==> src/rtl/hid_transmitter.sv <==
// PS/2 host-to-device transmitter: request-to-send, LSB-first shift on device clock
// falling edges, odd parity, stop bit and ACK check, with an inter-edge watchdog.
module hid_transmitter #(
  parameter int INHIBIT_CYC = 12000,
  parameter int SETUP_CYC   = 2000,
  parameter int TIMEOUT_CYC = 1500000
) (
  input  logic       dspclk,
  input  logic       reset,
  input  logic [7:0] tx_data,
  input  logic       tx_valid,
  output logic       tx_ready,
  output logic       busy,
  input  logic       hid_clk,
  input  logic       hid_dat,
  output logic       hid_clk_oe,
  output logic       hid_dat_oe,
  output logic       done,
  output logic       ack_err,
  output logic       timeout_err
);

  typedef enum logic [2:0] {
    S_IDLE, S_INHIBIT, S_RTS, S_SEND, S_WAIT_ACK, S_WAIT_IDLE
  } state_t;

  localparam logic [20:0] INHIBIT_LAST = 21'(INHIBIT_CYC - 1);
  localparam logic [20:0] SETUP_LAST   = 21'(SETUP_CYC - 1);
  localparam logic [20:0] TIMEOUT_LAST = 21'(TIMEOUT_CYC - 1);

  function automatic logic odd_parity(input logic [7:0] d);
    return ~^d;
  endfunction

  state_t      state_r, state_s;
  logic [20:0] cnt_r, cnt_s;
  logic [3:0]  idx_r, idx_s;
  logic [9:0]  frame_r, frame_s;
  logic        clk_meta_r, clk_sync_r, clk_prev_r;
  logic        dat_meta_r, dat_sync_r;
  logic        clk_oe_r, clk_oe_s, dat_oe_r, dat_oe_s;
  logic        done_r, done_s;
  logic        ack_err_r, ack_err_s, timeout_err_r, timeout_err_s;
  logic        busy_r, tx_ready_r;
  logic        fall_s, clk_move_s, wd_active_s;

  assign fall_s      = clk_prev_r & ~clk_sync_r;
  // The rise seen right after SEND entry is our own clock release, not a device edge.
  assign clk_move_s  = (clk_sync_r ^ clk_prev_r) &
                       ~((state_r == S_SEND) && (idx_r == 4'd0) && clk_sync_r);
  assign wd_active_s = (state_r == S_SEND) || (state_r == S_WAIT_ACK) ||
                       (state_r == S_WAIT_IDLE);

  // Pad synchronisers and edge-history register
  always_ff @(posedge dspclk or posedge reset) begin
    if (reset) begin
      clk_meta_r <= 1'b1;
      clk_sync_r <= 1'b1;
      clk_prev_r <= 1'b1;
      dat_meta_r <= 1'b1;
      dat_sync_r <= 1'b1;
    end else begin
      clk_meta_r <= hid_clk;
      clk_sync_r <= clk_meta_r;
      clk_prev_r <= clk_sync_r;
      dat_meta_r <= hid_dat;
      dat_sync_r <= dat_meta_r;
    end
  end

  // Next-state, counter and output decode
  always_comb begin
    state_s       = state_r;
    cnt_s         = cnt_r + 21'd1;
    idx_s         = idx_r;
    frame_s       = frame_r;
    clk_oe_s      = 1'b0;
    dat_oe_s      = dat_oe_r;
    done_s        = 1'b0;
    ack_err_s     = ack_err_r;
    timeout_err_s = timeout_err_r;

    if (wd_active_s && !clk_move_s && (cnt_r == TIMEOUT_LAST)) begin
      state_s       = S_IDLE;
      cnt_s         = 21'd0;
      dat_oe_s      = 1'b0;
      done_s        = 1'b1;
      timeout_err_s = 1'b1;
    end else begin
      if (wd_active_s && clk_move_s) begin
        cnt_s = 21'd0;
      end else begin
        cnt_s = cnt_r + 21'd1;
      end
      case (state_r)
        S_IDLE: begin
          cnt_s    = 21'd0;
          dat_oe_s = 1'b0;
          if (tx_valid) begin
            state_s       = S_INHIBIT;
            frame_s       = {1'b1, odd_parity(tx_data), tx_data};
            clk_oe_s      = 1'b1;
            ack_err_s     = 1'b0;
            timeout_err_s = 1'b0;
          end else begin
            state_s = S_IDLE;
          end
        end
        S_INHIBIT: begin
          clk_oe_s = 1'b1;
          dat_oe_s = 1'b0;
          if (cnt_r == INHIBIT_LAST) begin
            state_s  = S_RTS;
            cnt_s    = 21'd0;
            dat_oe_s = 1'b1;
          end else begin
            state_s = S_INHIBIT;
          end
        end
        S_RTS: begin
          clk_oe_s = 1'b1;
          dat_oe_s = 1'b1;
          if (cnt_r == SETUP_LAST) begin
            state_s  = S_SEND;
            cnt_s    = 21'd0;
            idx_s    = 4'd0;
            clk_oe_s = 1'b0;
          end else begin
            state_s = S_RTS;
          end
        end
        S_SEND: begin
          if (fall_s) begin
            dat_oe_s = ~frame_r[idx_r];
            idx_s    = idx_r + 4'd1;
            if (idx_r == 4'd9) begin
              state_s = S_WAIT_ACK;
            end else begin
              state_s = S_SEND;
            end
          end else begin
            state_s = S_SEND;
          end
        end
        S_WAIT_ACK: begin
          dat_oe_s = 1'b0;
          if (fall_s) begin
            ack_err_s = dat_sync_r;
            state_s   = S_WAIT_IDLE;
          end else begin
            state_s = S_WAIT_ACK;
          end
        end
        S_WAIT_IDLE: begin
          dat_oe_s = 1'b0;
          if (clk_sync_r && dat_sync_r) begin
            done_s  = 1'b1;
            state_s = S_IDLE;
          end else begin
            state_s = S_WAIT_IDLE;
          end
        end
        default: begin
          state_s  = S_IDLE;
          cnt_s    = 21'd0;
          dat_oe_s = 1'b0;
        end
      endcase
    end
  end

  // State and registered outputs; reset releases both pads at once
  always_ff @(posedge dspclk or posedge reset) begin
    if (reset) begin
      state_r       <= S_IDLE;
      cnt_r         <= 21'd0;
      idx_r         <= 4'd0;
      frame_r       <= 10'd0;
      clk_oe_r      <= 1'b0;
      dat_oe_r      <= 1'b0;
      done_r        <= 1'b0;
      ack_err_r     <= 1'b0;
      timeout_err_r <= 1'b0;
      busy_r        <= 1'b0;
      tx_ready_r    <= 1'b1;
    end else begin
      state_r       <= state_s;
      cnt_r         <= cnt_s;
      idx_r         <= idx_s;
      frame_r       <= frame_s;
      clk_oe_r      <= clk_oe_s;
      dat_oe_r      <= dat_oe_s;
      done_r        <= done_s;
      ack_err_r     <= ack_err_s;
      timeout_err_r <= timeout_err_s;
      busy_r        <= (state_s != S_IDLE);
      tx_ready_r    <= (state_s == S_IDLE);
    end
  end

  assign hid_clk_oe  = clk_oe_r;
  assign hid_dat_oe  = dat_oe_r;
  assign done        = done_r;
  assign ack_err     = ack_err_r;
  assign timeout_err = timeout_err_r;
  assign busy        = busy_r;
  assign tx_ready    = tx_ready_r;

endmodule

==> config.mk <==
export PLATFORM = sky130hd
export DESIGN_NAME = hid_transmitter
export DESIGN_NICKNAME = d
export VERILOG_FILES = /design/src/rtl/hid_transmitter.sv
export SDC_FILE = /design/constraint.sdc
export NUM_CORES = 1
export LEC_CHECK = 0
export ABC_AREA = 1
export BUFFER_PORTS_ARGS = -buffer_cell sky130_fd_sc_hd__buf_2
export CORE_ASPECT_RATIO = 1.4
export CORE_MARGIN = 3
export CORE_UTILIZATION = 54
export CTS_BUF_LIST = sky130_fd_sc_hd__clkbuf_16
export DETAILED_ROUTE_END_ITERATION = 12
export HOLD_SLACK_MARGIN = 0.1
export PLACE_DENSITY = 0.75
export SLEW_MARGIN = 25
export SYNTH_ARGS = -nofsm -noshare
export SYNTH_HDL_FRONTEND = slang
export SYNTH_SLANG_ARGS = --single-unit
==> constraint.sdc <==
create_clock -name dspclk -period 1.6 [get_ports dspclk]
set_clock_uncertainty 0.1 [all_clocks]
set_input_delay 0.16 -clock dspclk [delete_from_list [all_inputs] [get_ports dspclk]]
set_output_delay 0.16 -clock dspclk [all_outputs]
set_load 0.01 [all_outputs]
==> load_flow_metrics.sql <==
INSERT INTO impl_metrics (metric_group, metric, value, unit) VALUES
('outcome', 'run_status', 'finished with violations', ''),
('outcome', 'violations', 'setup timing', ''),
('global_routing', 'use_met1', '0.255', ''),
('synthesis', 'post_synth_instance_area', '2930', 'um2'),
('power', 'power.internal', '2.40', 'mW'),
('timing', 'timing.fmax', '561', 'MHz'),
('route', 'detailed_router_iteration_count_before_antenna_repair', '4', ''),
('route', 'route.final.wire_length', '8540', 'um'),
('global_routing', 'grt_pass1_vias', '3010', ''),
('route', 'drt_drc_violations_left', '0', ''),
('place', 'io_buffer_count', '19', ''),
('timing', 'timing.final.ws_setup', '-181', 'ps'),
('global_routing', 'grt-busiest-layer', 'met2', ''),
('floorplan', 'die_w', '68.2', 'um'),
('global_routing', 'grtUsageMet2', '0.528', ''),
('route', 'vias_per_cell', '5.32', ''),
('route', 'dr_total_vias', '2930', ''),
('clock_tree', 'clkTransAtPathRegs', '70', 'ps'),
('synthesis', 'syn_nets', '408', ''),
('power', 'pwr_density_cell', '824', 'nW/um2'),
('clock_tree', 'cts_tree', 'yes', ''),
('critical_path', 'cpMostUsedCell', 'sky130_fd_sc_hd__inv_2', ''),
('critical_path', 'path_max_fanout', '5', ''),
('critical_path', 'endpoint_kind', 'flop', ''),
('synthesis', 'post_synth_top_area_share', '0.376', ''),
('timing', 'min_period_over_period', '1.11', ''),
('timing', 'period_needed', '1780', 'ps'),
('power', 'total_switching_power', '1.02', 'mW'),
('global_routing', 'global_route_wire_length_before_repair', '12800', 'um'),
('global_routing', 'grt_max_degree', '25', ''),
('critical_path', 'setup.worst_path.class', 'flop to flop', ''),
('hold_path', 'min_delay_path_class', 'flop to flop', ''),
('global_routing', 'grt_use_met3', '0.0433', ''),
('critical_path', 'required', '1680', 'ps'),
('critical_path', 'worst_path_largest_cell_delay', '550', 'ps'),
('critical_path', 'crit_chain', 'inv_2 -> ha_4 -> inv_1 -> nand2_2 -> nand2_4 -> nor2_4 -> inv_2 -> nand2_8 -> clkbuf_16 -> nor2_1', ''),
('timing', 'timing.final.setup_violations', '32', ''),
('place', 'detailedPlacementHpwl', '5720', 'um'),
('power', 'power.share.combinational', '0.244', ''),
('clock_tree', 'insertion_delay', '290', 'ps'),
('synthesis', 'synth_largest_area_cell', 'sky130_fd_sc_hd__dfrtp_1', ''),
('critical_path', 'cp.depth', '10', ''),
('synthesis', 'ys_ff_latch', '50', ''),
('floorplan', 'die_y', '93.1', 'um'),
('critical_path', 'crit_path_top_delay_cell', 'sky130_fd_sc_hd__dfstp_2', ''),
('clock_tree', 'cts_htree_levels', '2', ''),
('layout', 'antennaDiodeCount', '0', ''),
('layout', 'areaGrowthSynthToFinish', '41.7', '%'),
('route', 'route.antenna.remaining_nets', '0', ''),
('power', 'switching_share', '0.298', ''),
('critical_path', 'r2r_end', 'cnt_r[17]', ''),
('timing', 'timing.slew.headroom', '0.649', ''),
('layout', 'layout.filler_cells', '349', ''),
('critical_path', 'element_type_at_the_critical_path_start', 'flop', ''),
('power', 'pwr-share-seq', '0.456', ''),
('run', 'cap_viol_max_count', '0', ''),
('critical_path', 'regToRegStartpoint', 'clk_sync_r', ''),
('layout', 'instances_no_fill', '551', ''),
('place', 'place_inst', '521', ''),
('clock_tree', 'numClockSinks', '50', ''),
('timing', 'finalHoldViolations', '0', ''),
('power', 'power.leakage', '1.91', 'nW'),
('floorplan', 'rows', '31', ''),
('floorplan', 'design.portCount', '20', ''),
('layout', 'final_nets', '502', ''),
('synthesis', 'netlist_top_cells_area', 'sky130_fd_sc_hd__dfrtp_1 38%, sky130_fd_sc_hd__nand2_1 14%, sky130_fd_sc_hd__nor2_1 8.0%', ''),
('timing', 'setup_repair_after_global_routing_missed_its_margin', 'yes', ''),
('layout', 'post_route_core_utilization', '0.798', ''),
('critical_path', 'critical_path_buffer_and_inverter_count', '4', ''),
('layout', 'final-seq-area', '1260', 'um2'),
('synthesis', 'synth_warnings', '0', '');
-- worst max path at each step --
stage	startpoint	to
3_5_place_dp	clk_sync_r	idx_r[0]
6_report	clk_sync_r	cnt_r[17]
3_3_place_gp	clk_sync_r	idx_r[0]
2_1_floorplan	idx_r[0]	cnt_r[0]
4_1_cts	clk_sync_r	cnt_r[10]
5_1_grt	state_r[0]	tx_ready
-- timing repair --
item,4_1_cts,5_1_grt
gates resized for setup,31,49
endpoints found under the hold margin,29,0
setup endpoints to repair,34,34
setup buffers,6,5
pin swaps,14,17
hold buffers,11,0
gates cloned,1,1
-- flip-flops by register name (all words and copies together), names as in the netlist --
name,flops
state_r,3
tx_ready,1
done,1
clk_sync_r,1
cnt_r,21
busy,1
dat_sync_r,1
hid_dat_oe,1
idx_r,4
frame_r,10
clk_meta_r,1
timeout_err,1
dat_meta_r,1
clk_prev_r,1
hid_clk_oe,1
ack_err,1
-- through the flow --
stage                     TNS, ps  cell area, um2  hold WS [ps]  power (mW)  worst slack, ps
after floorplan             -1190            2960          64.5        1.97            -74.4
after global placement      -2130            3500           122        2.21             -152
after detailed placement    -3480            3500           131        2.24             -158
after CTS                   -2240            3920           237        3.34             -101
after global routing        -6400            4150           264        3.59             -239
final                       -4120            4150           262        3.42             -181
-- cells by family (layout without fill, tap and decap cells) --
kind of cell / after synthesis / after routing / share of synthesized area
DFF: 50 / 50 / 0.430
and+or+nand+nor: 250 / 250 / 0.388
xor gates and xnor gates: 24 / 24 / 0.0719
buffers and inverters: 50 / 145 / 0.0697
adders and majority gates: 5 / 5 / 0.0214
AOI/OAI and AO/OA: 11 / 11 / 0.0188
-- layer usage --
| layer | part of all wire | vias up | wire length, um |
|---|---|---|---|
| met5 | 0 | - | 0 |
| met4 | 0.049 | 0 | 420 |
| met3 | 0.030 | 40 | 259 |
| met2 | 0.57 | 81 | 4860 |
| met1 | 0.35 | 1408 | 3000 |
| li1 | - | 1401 | - |
-- layout make-up --
class / instances / share of cell area
clock buffer: 5 / 0.0302
inverter: 46 / 0.0432
sequential: 50 / 0.304
tap: 66 / 0.0199
timing repair buffer: 91 / 0.180
clock inverter: 3 / 0.00302
multi-input combinational: 290 / 0.419
-- power groups by stage --
stage	Clock, mW	Combinational, mW	Sequential [mW]
after floorplan	0	0.421	1.55
after global placement	0	0.659	1.55
after detailed placement	0	0.675	1.56
after CTS	1.03	0.762	1.55
after global routing	1.09	0.920	1.58
final	1.03	0.834	1.56
-- cells in the mapped netlist (all sizes together) --
| cell type | n |
|---|---|
| clkbuf | 1 |
| buf | 3 |
| nor2 | 82 |
| clkinv | 1 |
| nand3 | 32 |
| xnor2 | 9 |
| dfrtp | 44 |
| nand4 | 12 |
| nand3b | 1 |
| inv | 45 |
| o21ai | 8 |
| a21oi | 3 |
| or2 | 1 |
| dfstp | 6 |
| nand2 | 116 |
| ha | 5 |
| nor3 | 6 |
| xor2 | 15 |
Note: power is estimated with default switching activity, not from simulation.
